**src/rtl/spi_frame_sequencer.sv**
```systemverilog
// ---------------------------------------------------------------------------
// spi_frame_sequencer
//
// Runs one mode-0 SPI word transfer for each channel selected in a start mask,
// lowest channel first, over a shared SCLK/MOSI/MISO bus with one active-low
// chip select per channel. Mask, gap and transmit words are captured when a
// batch is triggered. Each received word is stored per channel. end_spi is
// raised when the batch completes.
//
// Ports
//   clk_clk, reset_reset_n      system clock, asynchronous active-low reset
//   start_spi[5:0]              channel start mask; a rising bit triggers
//   delay_spi[7:0]              inter-frame gap, delay_spi+1 cycles
//   tx_data_0..5                transmit words
//   rx_data_0..5                received words, hold until overwritten
//   end_spi                     batch-done level, cleared at next trigger
//   busy                        high from trigger until batch done
//   spi_sclk/spi_mosi/spi_miso  serial bus, CPOL=0 CPHA=0, MSB first
//   spi_cs_n[5:0]               chip selects, at most one low
// ---------------------------------------------------------------------------
module spi_frame_sequencer #(
    parameter int CLK_DIV = 4,   // SCLK half-period in clk cycles, 2..255
    parameter int WORD_W  = 16
) (
    input  logic              clk_clk,
    input  logic              reset_reset_n,
    input  logic [5:0]        start_spi,
    input  logic [7:0]        delay_spi,
    input  logic [WORD_W-1:0] tx_data_0,
    input  logic [WORD_W-1:0] tx_data_1,
    input  logic [WORD_W-1:0] tx_data_2,
    input  logic [WORD_W-1:0] tx_data_3,
    input  logic [WORD_W-1:0] tx_data_4,
    input  logic [WORD_W-1:0] tx_data_5,
    output logic [WORD_W-1:0] rx_data_0,
    output logic [WORD_W-1:0] rx_data_1,
    output logic [WORD_W-1:0] rx_data_2,
    output logic [WORD_W-1:0] rx_data_3,
    output logic [WORD_W-1:0] rx_data_4,
    output logic [WORD_W-1:0] rx_data_5,
    output logic              end_spi,
    output logic              busy,
    output logic              spi_sclk,
    output logic              spi_mosi,
    input  logic              spi_miso,
    output logic [5:0]        spi_cs_n
);

    localparam int              NCH      = 6;
    localparam int              BW       = $clog2(WORD_W);
    localparam logic [7:0]      DIV_LAST = 8'(CLK_DIV - 1);
    localparam logic [BW-1:0]   BIT_LAST = BW'(WORD_W - 1);

    typedef enum logic [2:0] {
        S_IDLE,
        S_SELECT,
        S_SETUP,
        S_SHIFT_HI,
        S_SHIFT_LO,
        S_HOLD,
        S_GAP,
        S_DONE
    } state_e;

    state_e              state_q, state_d;
    logic [5:0]          start_q;
    logic [5:0]          mask_q;
    logic [7:0]          gap_q;
    logic [WORD_W-1:0]   tx_q [NCH];
    logic [WORD_W-1:0]   rx_q [NCH];
    logic [WORD_W-1:0]   shift_q;
    logic [WORD_W-1:0]   rx_shift_q;
    logic [2:0]          ch_q;
    logic [2:0]          idx_q;     // search start for the next SELECT
    logic [7:0]          cnt_q;     // cycles spent in the current state
    logic [BW-1:0]       bit_q;     // SCLK high phases completed this frame
    logic                end_q;
    logic                busy_q;

    logic [WORD_W-1:0]   tx_in [NCH];
    logic                trig;
    logic                phase_done;
    logic                gap_done;
    logic                last_bit;
    logic                sel_found;
    logic [2:0]          sel_ch;
    logic [5:0]          mask_left;

    assign tx_in[0] = tx_data_0;
    assign tx_in[1] = tx_data_1;
    assign tx_in[2] = tx_data_2;
    assign tx_in[3] = tx_data_3;
    assign tx_in[4] = tx_data_4;
    assign tx_in[5] = tx_data_5;

    assign rx_data_0 = rx_q[0];
    assign rx_data_1 = rx_q[1];
    assign rx_data_2 = rx_q[2];
    assign rx_data_3 = rx_q[3];
    assign rx_data_4 = rx_q[4];
    assign rx_data_5 = rx_q[5];

    assign end_spi = end_q;
    assign busy    = busy_q;

    // Edges outside IDLE are dropped; start_q still tracks every cycle so a
    // held bit cannot retrigger once the batch ends.
    assign trig       = (state_q == S_IDLE) && (|(start_spi & ~start_q));
    assign phase_done = (cnt_q == DIV_LAST);
    assign gap_done   = (cnt_q == gap_q);
    assign last_bit   = (bit_q == BIT_LAST);
    assign mask_left  = mask_q & ~(6'b000001 << ch_q);

    // Lowest pending channel at or above idx_q; iterate downward so the
    // lowest match is the one left standing.
    always_comb begin
        sel_found = 1'b0;
        sel_ch    = '0;
        for (int i = NCH - 1; i >= 0; i--) begin
            if (mask_q[i] && (i >= int'(idx_q))) begin
                sel_found = 1'b1;
                sel_ch    = 3'(i);
            end
        end
    end

    // ---------------- state register ----------------
    always_ff @(posedge clk_clk or negedge reset_reset_n) begin
        if (!reset_reset_n) state_q <= S_IDLE;
        else                state_q <= state_d;
    end

    // ---------------- next-state logic ----------------
    always_comb begin
        state_d = state_q;
        case (state_q)
            S_IDLE:     if (trig) state_d = S_SELECT;
            S_SELECT:   state_d = sel_found ? S_SETUP : S_DONE;
            S_SETUP:    if (phase_done) state_d = S_SHIFT_HI;
            S_SHIFT_HI: if (phase_done) state_d = last_bit ? S_HOLD : S_SHIFT_LO;
            S_SHIFT_LO: if (phase_done) state_d = S_SHIFT_HI;
            // GAP is skipped when nothing is left; SELECT then finds no bit.
            S_HOLD:     if (phase_done) state_d = (mask_left != 6'd0) ? S_GAP : S_SELECT;
            S_GAP:      if (gap_done) state_d = S_SELECT;
            S_DONE:     state_d = S_IDLE;
            default:    state_d = S_IDLE;
        endcase
    end

    // ---------------- output logic ----------------
    // Bus pins decode straight from the registered state, so a reset returns
    // them to idle levels at once.
    always_comb begin
        spi_cs_n = 6'h3F;
        spi_sclk = 1'b0;
        spi_mosi = 1'b0;
        case (state_q)
            S_SETUP, S_SHIFT_HI, S_SHIFT_LO, S_HOLD: begin
                spi_cs_n = ~(6'b000001 << ch_q);
                spi_mosi = shift_q[WORD_W-1];
                spi_sclk = (state_q == S_SHIFT_HI);
            end
            default: ;
        endcase
    end

    // ---------------- datapath ----------------
    always_ff @(posedge clk_clk or negedge reset_reset_n) begin
        if (!reset_reset_n) begin
            start_q    <= '0;
            mask_q     <= '0;
            gap_q      <= '0;
            shift_q    <= '0;
            rx_shift_q <= '0;
            ch_q       <= '0;
            idx_q      <= '0;
            cnt_q      <= '0;
            bit_q      <= '0;
            end_q      <= 1'b0;
            busy_q     <= 1'b0;
            for (int i = 0; i < NCH; i++) begin
                tx_q[i] <= '0;
                rx_q[i] <= '0;
            end
        end else begin
            start_q <= start_spi;

            // Restart the cycle counter on every state change.
            if (state_d != state_q || state_q == S_IDLE) cnt_q <= '0;
            else                                         cnt_q <= cnt_q + 8'd1;

            if (trig) begin
                mask_q <= start_spi;
                gap_q  <= delay_spi;
                idx_q  <= '0;
                end_q  <= 1'b0;
                busy_q <= 1'b1;
                for (int i = 0; i < NCH; i++) tx_q[i] <= tx_in[i];
            end

            if (state_q == S_SELECT && sel_found) begin
                ch_q    <= sel_ch;
                shift_q <= tx_q[sel_ch];
                bit_q   <= '0;
            end

            // MISO is taken on the edge that raises SCLK.
            if (state_d == S_SHIFT_HI && state_q != S_SHIFT_HI)
                rx_shift_q <= {rx_shift_q[WORD_W-2:0], spi_miso};

            // Next MOSI bit is presented on the edge that drops SCLK.
            if (state_d == S_SHIFT_LO && state_q != S_SHIFT_LO)
                shift_q <= {shift_q[WORD_W-2:0], 1'b0};

            if (state_q == S_SHIFT_HI && phase_done)
                bit_q <= bit_q + 1'b1;

            if (state_q == S_HOLD && phase_done) begin
                rx_q[ch_q] <= rx_shift_q;
                mask_q     <= mask_left;
                idx_q      <= ch_q + 3'd1;
            end

            if (state_q == S_DONE) begin
                end_q  <= 1'b1;
                busy_q <= 1'b0;
            end
        end
    end

endmodule

```
**config.mk**
```make
export PLATFORM = sky130hd
export DESIGN_NAME = spi_frame_sequencer
export DESIGN_NICKNAME = d
export VERILOG_FILES = /design/src/rtl/spi_frame_sequencer.sv
export SDC_FILE = /design/constraint.sdc
export NUM_CORES = 1
export LEC_CHECK = 0
export BUFFER_PORTS_ARGS = -buffer_cell sky130_fd_sc_hd__buf_2
export CORE_ASPECT_RATIO = 1.2
export CORE_MARGIN = 1.5
export CORE_UTILIZATION = 39
export CTS_CLUSTER_DIAMETER = 80
export DETAILED_ROUTE_END_ITERATION = 16
export GPL_TIMING_DRIVEN = 0
export HOLD_SLACK_MARGIN = 0.08
export SLEW_MARGIN = 20
export SYNTH_ARGS = -nofsm -noshare
export SYNTH_HDL_FRONTEND = slang
export SYNTH_SLANG_ARGS = --single-unit
export TNS_END_PERCENT = 1
```
**constraint.sdc**
```tcl
create_clock -name clk_clk -period 3.3 [get_ports clk_clk]
set_clock_uncertainty 0.1 [all_clocks]
set_input_delay 0.495 -clock clk_clk [delete_from_list [all_inputs] [get_ports clk_clk]]
set_output_delay 0.495 -clock clk_clk [all_outputs]
set_load 0.01 [all_outputs]
```
# Yosys cells after proc, flatten, opt, wreduce, memory -nomap -nowiden

Index checks and enable logic that the tools add are counted.

Add/subtract/negate cells: 3
Magnitude comparators: 9
Equal/unequal tests: 15
Shift operators: 1
Mux-type cells: 43
Bitwise gates (word level): 6
Reductions and logical operators: 23

Operator list:

| cell                | count |
|---|---|
| $bwmux 96           | 1 |
| $mux 16             | 5 |
| $bmux 16 s3         | 1 |
| $demux 16 s3        | 1 |
| $mux 3              | 15 |
| $pmux 3 s7          | 1 |
| $mux 6              | 3 |
| $eq 3x3->1 const B  | 5 |
| $logic_and 1x1->1   | 13 |
| $mux 1              | 13 |
| $and 6x6->6         | 2 |
| $not 6->6           | 2 |
| $eq 3x2->1 const B  | 3 |
| $add 8x1->8 const B | 1 |
| $eq 8x2->1 const B  | 1 |
| $eq 8x8->1          | 1 |
| $ge 4x4->1 const B  | 2 |
| $mux 4              | 2 |
| $mux 8              | 1 |
| $not 3->4           | 2 |
| $reduce_bool 2->1   | 4 |
| $ge 1x3->1 const A  | 2 |
| $ge 2x3->1 const A  | 2 |
| $ge 3x3->1 const A  | 2 |
| 15 further kinds    | 15 |

Flip-flop bits (word level): 267
Input port bits: 113

# Logic depth before layout (Yosys ltp)

Gate-level depths: netlist (run 1).

Word-level depth: 14
Mapped depth: 12
Mapped depth without buffers: 10

# Worst setup path before layout (run 1)

OpenSTA, ideal clock, no wires.

Path kind: reg2reg
From: register ch_q[0]
To: register shift_q[10]
Library setup time: 0.129 ns
Arrival: 2.432 ns
Slack: 0.639 ns
Stages on the path, launching flop included: 13
Clock period less this slack: 2.661 ns
Cell sequence: dfrtp_1 -> clkbuf_1 -> clkinv_1 -> ha_1 -> a21boi_0 -> o32ai_1 -> o211ai_1 -> a21oi_1 -> o31ai_4 -> inv_2 -> buf_6 -> nor3_2 -> nor3_2

Cells in the longest elaborated chain, start to end: 10
Elaborated cells between the ends (all ways): 11

RTL lines:

| what                                         | RTL line | text |
|---|---|---|
| start, declared                              | 73       | `logic [2:0] ch_q;` |
| start signal, assigned                       | 202      | `ch_q <= sel_ch;` |
| $shl 1x3->6 *                                | 112      | `assign mask_left = mask_q & ~(6'b000001 << ch_q);` |
| $not 6->6 *                                  | 112      |  |
| $and 6x6->6 *                                | 112      |  |
| $reduce_bool 6->1 *                          | 143      | `S_HOLD: if (phase_done) state_d = (mask_left != 6'd0) ? S_GAP : S_SELECT;` |
| $mux 3 * (2 in a row)                        | 143      |  |
| $pmux 3 s7 *                                 | 136      | `case (state_q)` |
| via state_d[0]                               | 65       | `state_e state_q, state_d;` |
| $eq 3x3->1 *                                 | 212      | `if (state_d == S_SHIFT_LO && state_q != S_SHIFT_LO)` |
| $logic_and 1x1->1 *                          | 212      |  |
| $mux 16 or $reduce_bool 2->1 (tied branches) | -        |  |
| end signal, assigned                         | 203      | `shift_q <= tx_q[sel_ch];` |
| end signal, assigned                         | 213      | `shift_q <= {shift_q[WORD_W-2:0], 1'b0};` |
| end, declared                                | 71       | `logic [WORD_W-1:0] shift_q;` |

The timed path passes the listed nets; every way through them passes the cells marked *.
A chain may end at the register's enable or synchronous reset.

# Final worst setup path (run 1)

From: register mask_q[4]
To: register shift_q[7]

Cells in the longest elaborated chain, start to end: 12
Elaborated cells between the ends (all ways): 27

RTL lines:

| what                                       | RTL line | text |
|---|---|---|
| start, declared                            | 67       | `logic [5:0] mask_q;` |
| start signal, assigned                     | 193      | `mask_q <= start_spi;` |
| start signal, assigned                     | 220      | `mask_q <= mask_left;` |
| $logic_and 1x1->1                          | 120      | `if (mask_q[i] && (i >= int'(idx_q))) begin` |
| $mux 3 (5 in a row)                        | 120      |  |
| $not 3->4 (not written as such)            | 203      |  |
| $bmux 16 s3                                | 203      |  |
| $mux 16 (not written as such) (2 in a row) | 203      |  |
| $mux 16                                    | 201      | `if (state_q == S_SELECT && sel_found) begin` |
| $mux 16                                    | 212      |  |

Parallel ways exist; a longest one is shown, timed or not. The select of a mux whose other input is x is not followed.

==> summary by stage, run 1 <==
Timing
Subtracting the final worst setup slack from the clock period gives roughly 3.1 ns. The number of endpoints with negative hold slack in the final report came to 0. For this run, the top clock speed supported by timing is 323 MHz. Setup repair after global routing left no endpoint under its margin.

The final number of max-transition violations is 0. At the pin with the least slew margin, the transition time is ~0.8 ns. Setup violations remaining at the end of the flow were counted as 0. The normalized max-slew margin is around 47%. The worst path uses 93.8% of the clock period.

Critical path
The worst setup path is captured at a flip-flop. The cell with the largest stage delay on the worst path is dfrtp_1. The arrival time of data at the critical path endpoint is 3.41 ns. STA puts the critical path data required time at 3.61 ns. The largest driver fanout on the critical path is 10.

The critical path goes through nand2b_1 -> a31oi_1 -> nor2_1 -> nor2_1 -> buf_2 -> buf_2 -> o211ai_1 -> a211oi_1 -> nor3_1. On the worst path, the slowest cell contributes a delay of between 0.4 and 0.5 ns. The category of the worst setup path launch point is a flip-flop. The setup path with the least slack is of type flip-flop to flip-flop.

Clock tree
In this run the post-CTS setup repair buffer count came out at 0. Clock latency on the worst-skew pair, taken at its later pin, is ~0.54 ns. The root buffer cell chosen for the clock tree is clkbuf_16. No sink is reached through more buffers than the 3 on the longest clock path. Clock-pin slew was measured on the worst setup and hold paths at about 0.060 ns. The clock net in this run drives a total of 267 sinks. In this run the number of H-tree levels came out at 1. The TritonCTS clock tree is yes. TritonCTS created 28 clock buffers.

Floorplanning
The die covers around 0.032 mm2. The floorplan step set the die height to between 150 and 200 um. The boundary pin count is ~220. From left edge to right edge, the die measures ~160 um. The placeable core area is 0.0299 mm2. The placement row count is 69.

For this configuration, the core starts out at a cell density of approximately 40%.

Final layout
In the final layout, the share of cells above drive strength 1 is between 40% and 50%. The number of nets in the final layout is roughly 1,400. The finished layout holds 1,660 standard cells, fillers aside. From synthesis to final layout, the design area changed by 28.2%. The final design utilization is between 50% and 60%. The number of fillers in the final layout is approximately 2,800.

GRT
The maximum number of pins on one net before global-route repair is 81. The first global-routing pass estimated between 50,000 and 60,000 um of wire. The total global-route track usage is roughly a fifth. The initial antenna violation count was 0.

For this run the aggregate overflow at the end of global routing stands at 0. The number of global-route vias before repair is around 9,000.

Synthesis
In the synthesized netlist, the number of instances is between 900 and 1,000. Counting flops with an async set or reset pin after synthesis yields a share of 100%. After synthesis, flip-flops and latches occupy 56.0% of the total area. Yosys attributes the largest share of cell area to dfrtp_1 56%, mux2_2 21%, o21ai_0 2.1%. The Yosys step of the flow raised 0 warnings.

The number of distinct library cells after synthesis is between 60 and 70. After synthesis, the most frequently instantiated cells are 267 x dfrtp_1, 224 x mux2_2, 51 x o21ai_0. The synthesized netlist net count is 1,056.

The fraction of post-synthesis cell area in the top cell type by area is between 50% and 60%. Among all flip-flop cells after synthesis, the most frequent one is dfrtp_1. Yosys mapped a number of flops with a built-in enable equal to 0. The post-synthesis register bit count is ~270.

The mean instance size in the synthesized netlist is about 13 um2. In this run the cell area of the synthesized design comes to roughly 0.012 mm2. dfrtp_1 is the most common cell in the netlist. The largest area contributor in the netlist is dfrtp_1.

Placed design
The quantity of I/O buffers inserted on ports is ~220. The final weighted congestion of routability-driven global placement is roughly 0.85. The HPWL after detailed placement is ~23,000 um.

Once placement completed, the tool counted placed cells totaling roughly 1,500.

Power and ir drop
The clock network accounts for between 20% and 30% of the total power. The power per standard cell area is 849 mW/mm2. The relative contribution of sequential cells to total power is 36.3%. Net switching is 35.9% of the power. Cell internal power was estimated by the tool at 0.00832 W. The net switching power of the design is 0.00467 W. Summed over all cells, the static leakage comes to 7.34 nW. Combinational logic burns 36.2% of the power. IR analysis of the VDD net gives a maximum drop of 0.000538 V.

Flow run
The number of violations of the max-capacitance limit is 0.

Hold path
The class of the tightest hold or removal check is input pin to flip-flop.

Route
Detailed routing inserted a total of 8,774 vias. The detail-routed net length per standard cell is about 20 um. The final routed wirelength across all metal layers is ~33,000 um. Using the TritonRoute via totals, the vias-per-cell ratio works out to between 5 and 6. The number of DRC markers in iteration 0 is 484. The detail route stage leaves a number of antenna-violating nets equal to 0. In the routed design, unresolved DRC markers number 0. The detailed-routing iteration count for the pre-antenna-repair pass is 5.

Outcome
The flow ran to the end, and the final reports show no timing, DRC or antenna violations.
## registers in the layout (all words and copies together), names as in the netlist, 16 cells and up
| signal | count |
|---|---|
| shift_q | 16 |
| rx_data_2 | 16 |
| rx_shift_q | 16 |
| rx_data_5 | 16 |
| rx_data_1 | 16 |
| rx_data_0 | 16 |
| rx_data_3 | 16 |
| rx_data_4 | 16 |
| tx_q | 96 |
## cell type report
cell class                      count  area, um2  area share (%)
Antenna cell                        1       2.50          0.0164
Buffer                             53        254            1.66
Clock buffer                       33        739            4.84
Clock inverter                     18        309            2.02
Inverter                           18       67.6           0.442
Multi-Input combinational cell    597       4950            32.4
Sequential cell                   267       6680            43.7
Tap cell                          390        488            3.19
Timing Repair Buffer              283       1800            11.8
## cells in the final DEF (no fill, tap or decap), types with 6 or more instances in the layout
cell type and count:
dlygate4sd3_1 61, a21oi_1 21, o21ai_0 51, a32oi_1 6
nand2_1 45, clkbuf_1 32, dfrtp_1 267, bufinv_16 8
o211ai_1 10, nor3_1 15, buf_2 233, a2111oi_0 6
nor3_2 15, nor2_1 16, clkinv_2 6, nand4_1 14
mux2_2 224, clkbuf_16 28, xnor2_1 10, a31oi_1 10
inv_1 15, ha_1 7, and3_1 18, nand3_1 29
a221oi_1 6, a211oi_1 18
## worst max-delay path: cells and delay by family, from the launching register on
| kind | cells | cell delay [ns] |
|---|---|---|
| AO/OA/AOI/OAI | 3 | 0.77 |
| buffers and inverters | 2 | 0.75 |
| flip-flops | 1 | 0.45 |
| AND/OR/NAND/NOR | 4 | 0.89 |
## per-layer routing
metal | vias up | track usage [%] | routed length [um]
met2 | 252 | 36.1 | 16500
met1 | 4415 | 27.3 | 13800
met3 | 66 | 2.26 | 1350
li1 | 4041 | - | -
met4 | 0 | 6.76 | 1030
met5 | - | 0 | 0
## power groups by stage
| stage | Clock (W) | Combinational (W) | Sequential [W] |
|---|---|---|---|
| after floorplan | 0 | 0.00326 | 0.00456 |
| after CTS | 0.00365 | 0.00468 | 0.00470 |
| final | 0.00357 | 0.00471 | 0.00471 |
| after detailed placement | 0 | 0.00460 | 0.00475 |
| after global placement | 0 | 0.00451 | 0.00474 |
| after global routing | 0.00378 | 0.00513 | 0.00483 |
## worst paths after layout
path	start	endpoint	slack (ns)	cells after the start
worst max-delay path	mask_q[4]$_DFFE_PN0P_	shift_q[7]$_DFFE_PN0P_	0.20	9
worst min-delay path	tx_data_0[2]	tx_q[82]$_DFFE_PN0P_	0.09	2
worst max register to register	mask_q[4]$_DFFE_PN0P_	shift_q[7]$_DFFE_PN0P_	0.20	9
worst min register to register	end_spi$_DFFE_PN0P_	end_spi$_DFFE_PN0P_	0.37	2
max in group asynchronous	reset_reset_n	rx_shift_q[0]$_DFFE_PN0P_	1.27	5
min in group asynchronous	reset_reset_n	tx_q[91]$_DFFE_PN0P_	0.38	2
## cell families after synthesis
family,Yosys count,synth area share [%]
fa+ha+maj,8,0.839
xor+xnor,15,1.10
buf+inv,71,2.69
mux,226,21.3
simple gates,185,8.95
flops,267,56.0
compound gates,163,9.09
## through the flow
step           worst slack, ns  area (um2)  hold WS, ns  total power [W]  setup TNS (ns)
2_1_floorplan            0.639       11900       0.0994          0.00782               0
3_3_place_gp             -3.35       13500        0.365          0.00925         -903.19
3_5_place_dp             0.141       13600        0.361          0.00934               0
4_1_cts                 0.0898       15300       0.0803           0.0130               0
5_1_grt                0.00702       15300       0.0864           0.0137               0
6_report                 0.204       15300       0.0901           0.0130               0
## what timing repair did
item,in CTS,in global routing
endpoints found under the hold margin,122,0
gates resized for setup,0,4
setup endpoints to repair,0,24
hold buffers,61,0
(Power assumes the default switching activity.)
==> run 2, diff against run 1 <==
==> constraint.sdc (replaced) <==
create_clock -name clk_clk -period 2.5 [get_ports clk_clk]
set_clock_uncertainty 0.1 [all_clocks]
set_input_delay 0.375 -clock clk_clk [delete_from_list [all_inputs] [get_ports clk_clk]]
set_output_delay 0.375 -clock clk_clk [all_outputs]
set_load 0.01 [all_outputs]
==> run 2 against run 1 <==
  * The flow now finishes with violations (setup timing)
  * Clock power up 10%
  * Power grew 34%
  * Wire length grew 3.0%
  * Final cell count up 3.5%
  * Register-to-register slack worse by 0.29 ns
  * Core utilization up 3.0 points
  * Clock-buffer cell count grew 9
  * Non-clock buffer count increased by 61
  * Combinational power grew 52%
  * First-iteration DRC count is 7.6% higher
  * Largest cell class unchanged
  * Largest power group is now combinational cells
==> summary by stage, run 2 (synthesis gave the netlist of run 1 again) <==
Timing
The smallest setup slack after layout is -0.0851 ns (was 0.204 ns). The final number of max-transition violations is 0 (unchanged). The period utilization is 103% (was 93.8%).

The upper clock frequency limit is 387 MHz (was 323 MHz). The normalized max-slew margin is 47.3% (was 47.1%). The time the worst path needs with I/O delays and setup was 2.59 ns (was 3.10 ns).

The transition time of the tightest slew-check pin is 0.790 ns (was 0.793 ns). The number of setup violations in the final report is 23 (was 0). Setup repair after global routing missed its margin: true (was false). The number of endpoints with negative hold slack in the final report is 0 (unchanged).

Power and ir drop
The relative contribution of the clock network to total power is 22.7% (was 27.5%). The net switching power of the design is 0.00657 W (was 0.00467 W). The cell-internal power is 0.0108 W (was 0.00832 W). The leakage dissipation is 7.62 nW (was 7.34 nW). The peak supply drop is 0.000646 V (was 0.000538 V).

The power per standard cell area is 1070 mW/mm2 (was 849 mW/mm2). The logic gate share of total power was 41.1% (was 36.2%). The relative contribution of sequential cells to total power is 36.2% (was 36.3%).

The switching share of power is 37.7% (was 35.9%).

Final layout
The commonest non-fill, non-tap cell in the layout is dfrtp_1 (unchanged). The area growth from synthesis to final layout was 35.7% (was 28.2%). The flip-flop count of the largest register, all copies and words added is 96 (unchanged). The final non-filler cell area is 0.0162 mm2 (was 0.0153 mm2). The number of nets in the final layout is 1,431 (was 1,369). The number of fillers in the final layout came to 2,586 (was 2,753). Most frequent cells in the layout: 261 x dfrtp_1, 223 x mux2_2, 222 x buf_2, 112 x dlygate4sd3_1, 45 x o21ai_0 (was 267 x dfrtp_1, 233 x buf_2, 224 x mux2_2, 61 x dlygate4sd3_1, 51 x o21ai_0).

The final standard cell count with taps included and fillers excluded is 1,718 (was 1,660). The register with the highest flop count is tx_q (unchanged). The fraction of layout instances using a drive strength above 1 is 46.8% (was 44.1%). The final design utilization is 54.2% (was 51.2%).

Floorplanning
The placeable core area came to 0.0299 mm2 (unchanged). The starting density of the core is 39.9% (unchanged). The boundary pin count is 219 (unchanged). The y dimension of the die is 195 um (unchanged). The placement row count is 69 (unchanged). The area enclosed by the die boundary came to 0.0317 mm2 (unchanged). The width of the chip is 163 um (unchanged).

Critical path
Crit path cell chain: nor2b_2 -> o21ba_2 -> o21ba_2 -> nor2_4 -> buf_6 -> buf_4 -> o211ai_1 -> a211oi_1 -> nor3_2 (was nand2b_1 -> a31oi_1 -> nor2_1 -> nor2_1 -> buf_2 -> buf_2 -> o211ai_1 -> a211oi_1 -> nor3_1). The biggest cell delay along the critical path is 0.43 ns (was 0.45 ns). The length in cells of the worst reg-to-reg path is 9 (unchanged). The largest driver fanout on the critical path is 10 (unchanged).

The required arrival time at the worst endpoint is 2.82 ns (was 3.61 ns). The slack of the worst reg-to-reg path is -0.09 ns (was 0.20 ns). The kind of critical path is flip-flop to flip-flop (unchanged). The reg-to-reg critical path startpoint is mask_q[0]$_DFFE_PN0P_ (was mask_q[4]$_DFFE_PN0P_). The endpoint of the lowest-slack register-to-register path is shift_q[9]$_DFFE_PN0P_ (was shift_q[7]$_DFFE_PN0P_). The cell with the largest stage delay on the worst path is dfrtp_1 (unchanged). The most used cell along the critical path is o21ba_2. The category of the worst setup path launch point is a flip-flop (unchanged). The category of the worst setup path capture point is a flip-flop (unchanged). The arrival time of data at the critical path endpoint came to 2.91 ns (was 3.41 ns).

Clock tree
The total number of clock tree sinks was 267 (unchanged). The insertion delay to the later sink of the worst-skew pair is 0.54 ns (about the same). The post-CTS clock slew at the launch and capture registers of the worst setup and hold paths was 0.06 ns (about the same).

The maximum root-to-sink buffer count is 3 (unchanged). The number of H-tree levels is 1 (unchanged). The TritonCTS clock tree is yes (unchanged). The clock root buffer was clkbuf_16 (unchanged). The number of buffers inserted during clock tree synthesis is 29 (was 28).

Hold path
The class of the tightest hold or removal check is input pin to async pin (was input pin to flip-flop).

Placed design
The placed standard-cell area is 0.0136 mm2 (about the same). The HPWL after detailed placement is 22,700 um (was 23,400 um). The number of cells in the design after placement came to 1,546 (was 1,547).

The quantity of I/O buffers inserted on ports is 218 (unchanged). The final weighted congestion of routability-driven global placement is 0.869 (was 0.851).

Route
The DRC violations left is 0 (unchanged). The vias per cell is 5.31 (was 5.29). The number of nets with antenna violations after routing is 0 (unchanged). The detail-routed net length per standard cell is 19.6 um (was 19.7 um). The total via count in the routed design is 9,126 (was 8,774). The number of DRC markers in iteration 0 is 521 (was 484).

The detailed-routing iteration count for the pre-antenna-repair pass is 5 (unchanged). The final routed wirelength across all metal layers came to 33,700 um (was 32,700 um).

GRT
The number of global-route vias before repair is 9,301 (was 9,018). The maximum number of pins on one net before global-route repair is 100 (was 81). The wire length of the first global-routing pass is 52,300 um (was 51,600 um). The initial antenna violation count is 1 (was 0). The total global-route track usage came to 21.3% (was 20.9%). The leftover overflow at the end of global routing is 0 (unchanged).

Flow run
The number of violations of the max-capacitance limit is 0 (unchanged).

Outcome
Status: finished with violations (was finished, final reports clean). The final reports fail on setup timing.
[run 2: cell types whose count changed in the layout (fill, tap and decap cells not counted), moves of 6 or more]
cell           change
clkbuf_2          +12
buf_6              +6
a211oi_2           +9
dlygate4sd3_1     +51
buf_4             +10
o21ai_0            -6
a211oi_1           -9
dfrtp_2            +6
clkbuf_1           -7
dfrtp_1            -6
buf_2             -11
bufinv_16          -8
nor2_1             -6
[run 2: repair_timing]
item	CTS	global route
endpoints found under the hold margin	198	0
hold buffers	112	0
buffers inserted	8	3
pin swaps	7	18
gates resized for setup	57	85
gates cloned	0	0
setup endpoints to repair	194	189
[run 2: cell type report]
type / count / area (um2) / share of cell area, %
clock buffer: 42 / 815 / 5.03
clock inverter: 6 / 41.3 / 0.255
inverter: 18 / 85.1 / 0.526
tap: 390 / 488 / 3.01
multi-input combinational: 597 / 5330 / 32.9
timing repair buffer: 344 / 2370 / 14.6
antenna: 1 / 2.50 / 0.0155
buffer: 53 / 365 / 2.26
sequential: 267 / 6690 / 41.3
[run 2: worst max-delay path by stage]
stage / end / cells past startpoint / startpoint
2_1_floorplan: shift_q[10]$_DFFE_PN0P_ / 11 / cnt_q[0]$_DFF_PN0_
3_3_place_gp: rx_data_1[14]$_DFFE_PN0P_ / 1 / reset_reset_n
3_5_place_dp: shift_q[12]$_DFFE_PN0P_ / 9 / mask_q[0]$_DFFE_PN0P_
4_1_cts: shift_q[10]$_DFFE_PN0P_ / 11 / ch_q[0]$_DFFE_PN0P_
5_1_grt: shift_q[5]$_DFFE_PN0P_ / 12 / ch_q[0]$_DFFE_PN0P_
6_report: shift_q[9]$_DFFE_PN0P_ / 9 / mask_q[0]$_DFFE_PN0P_
[run 2: worst max-delay path: cells and delay by family, from the launching register on]
kind                   cells  cell delay (ns)
AO/OA/AOI/OAI              4             1.02
AND/OR/NAND/NOR            3             0.47
flip-flops                 1             0.43
buffers and inverters      2             0.43
[run 2: routing by layer]
layer	part of all wire [%]	vias up	track usage, %
met3	4.3	56	2.60
li1	-	4199	-
met2	52	267	37.8
met1	41	4604	26.8
met5	0	-	0
met4	2.6	0	6.66
[run 2: power by group through the flow]
stage | logic, W | registers (W) | clock network (W)
final | 0.00715 | 0.00630 | 0.00394
after global routing | 0.00771 | 0.00644 | 0.00420
after CTS | 0.00663 | 0.00623 | 0.00403
after detailed placement | 0.00601 | 0.00628 | 0
after global placement | 0.00591 | 0.00625 | 0
after floorplan | 0.00432 | 0.00602 | 0
[run 2: metrics by stage]
step / setup TNS (ns) / power [W] / setup WS, ns / hold slack [ns]
floorplan: 0 / 0.0103 / 0.00894 / -0.0206
global placement: -1191.56 / 0.0122 / -4.03 / 0.363
detailed placement: -40.87 / 0.0123 / -0.544 / 0.299
CTS: -5.88 / 0.0169 / -0.150 / 0.314
global route: -4.70 / 0.0183 / -0.170 / 0.354
finish: -0.531 / 0.0174 / -0.0851 / 0.281
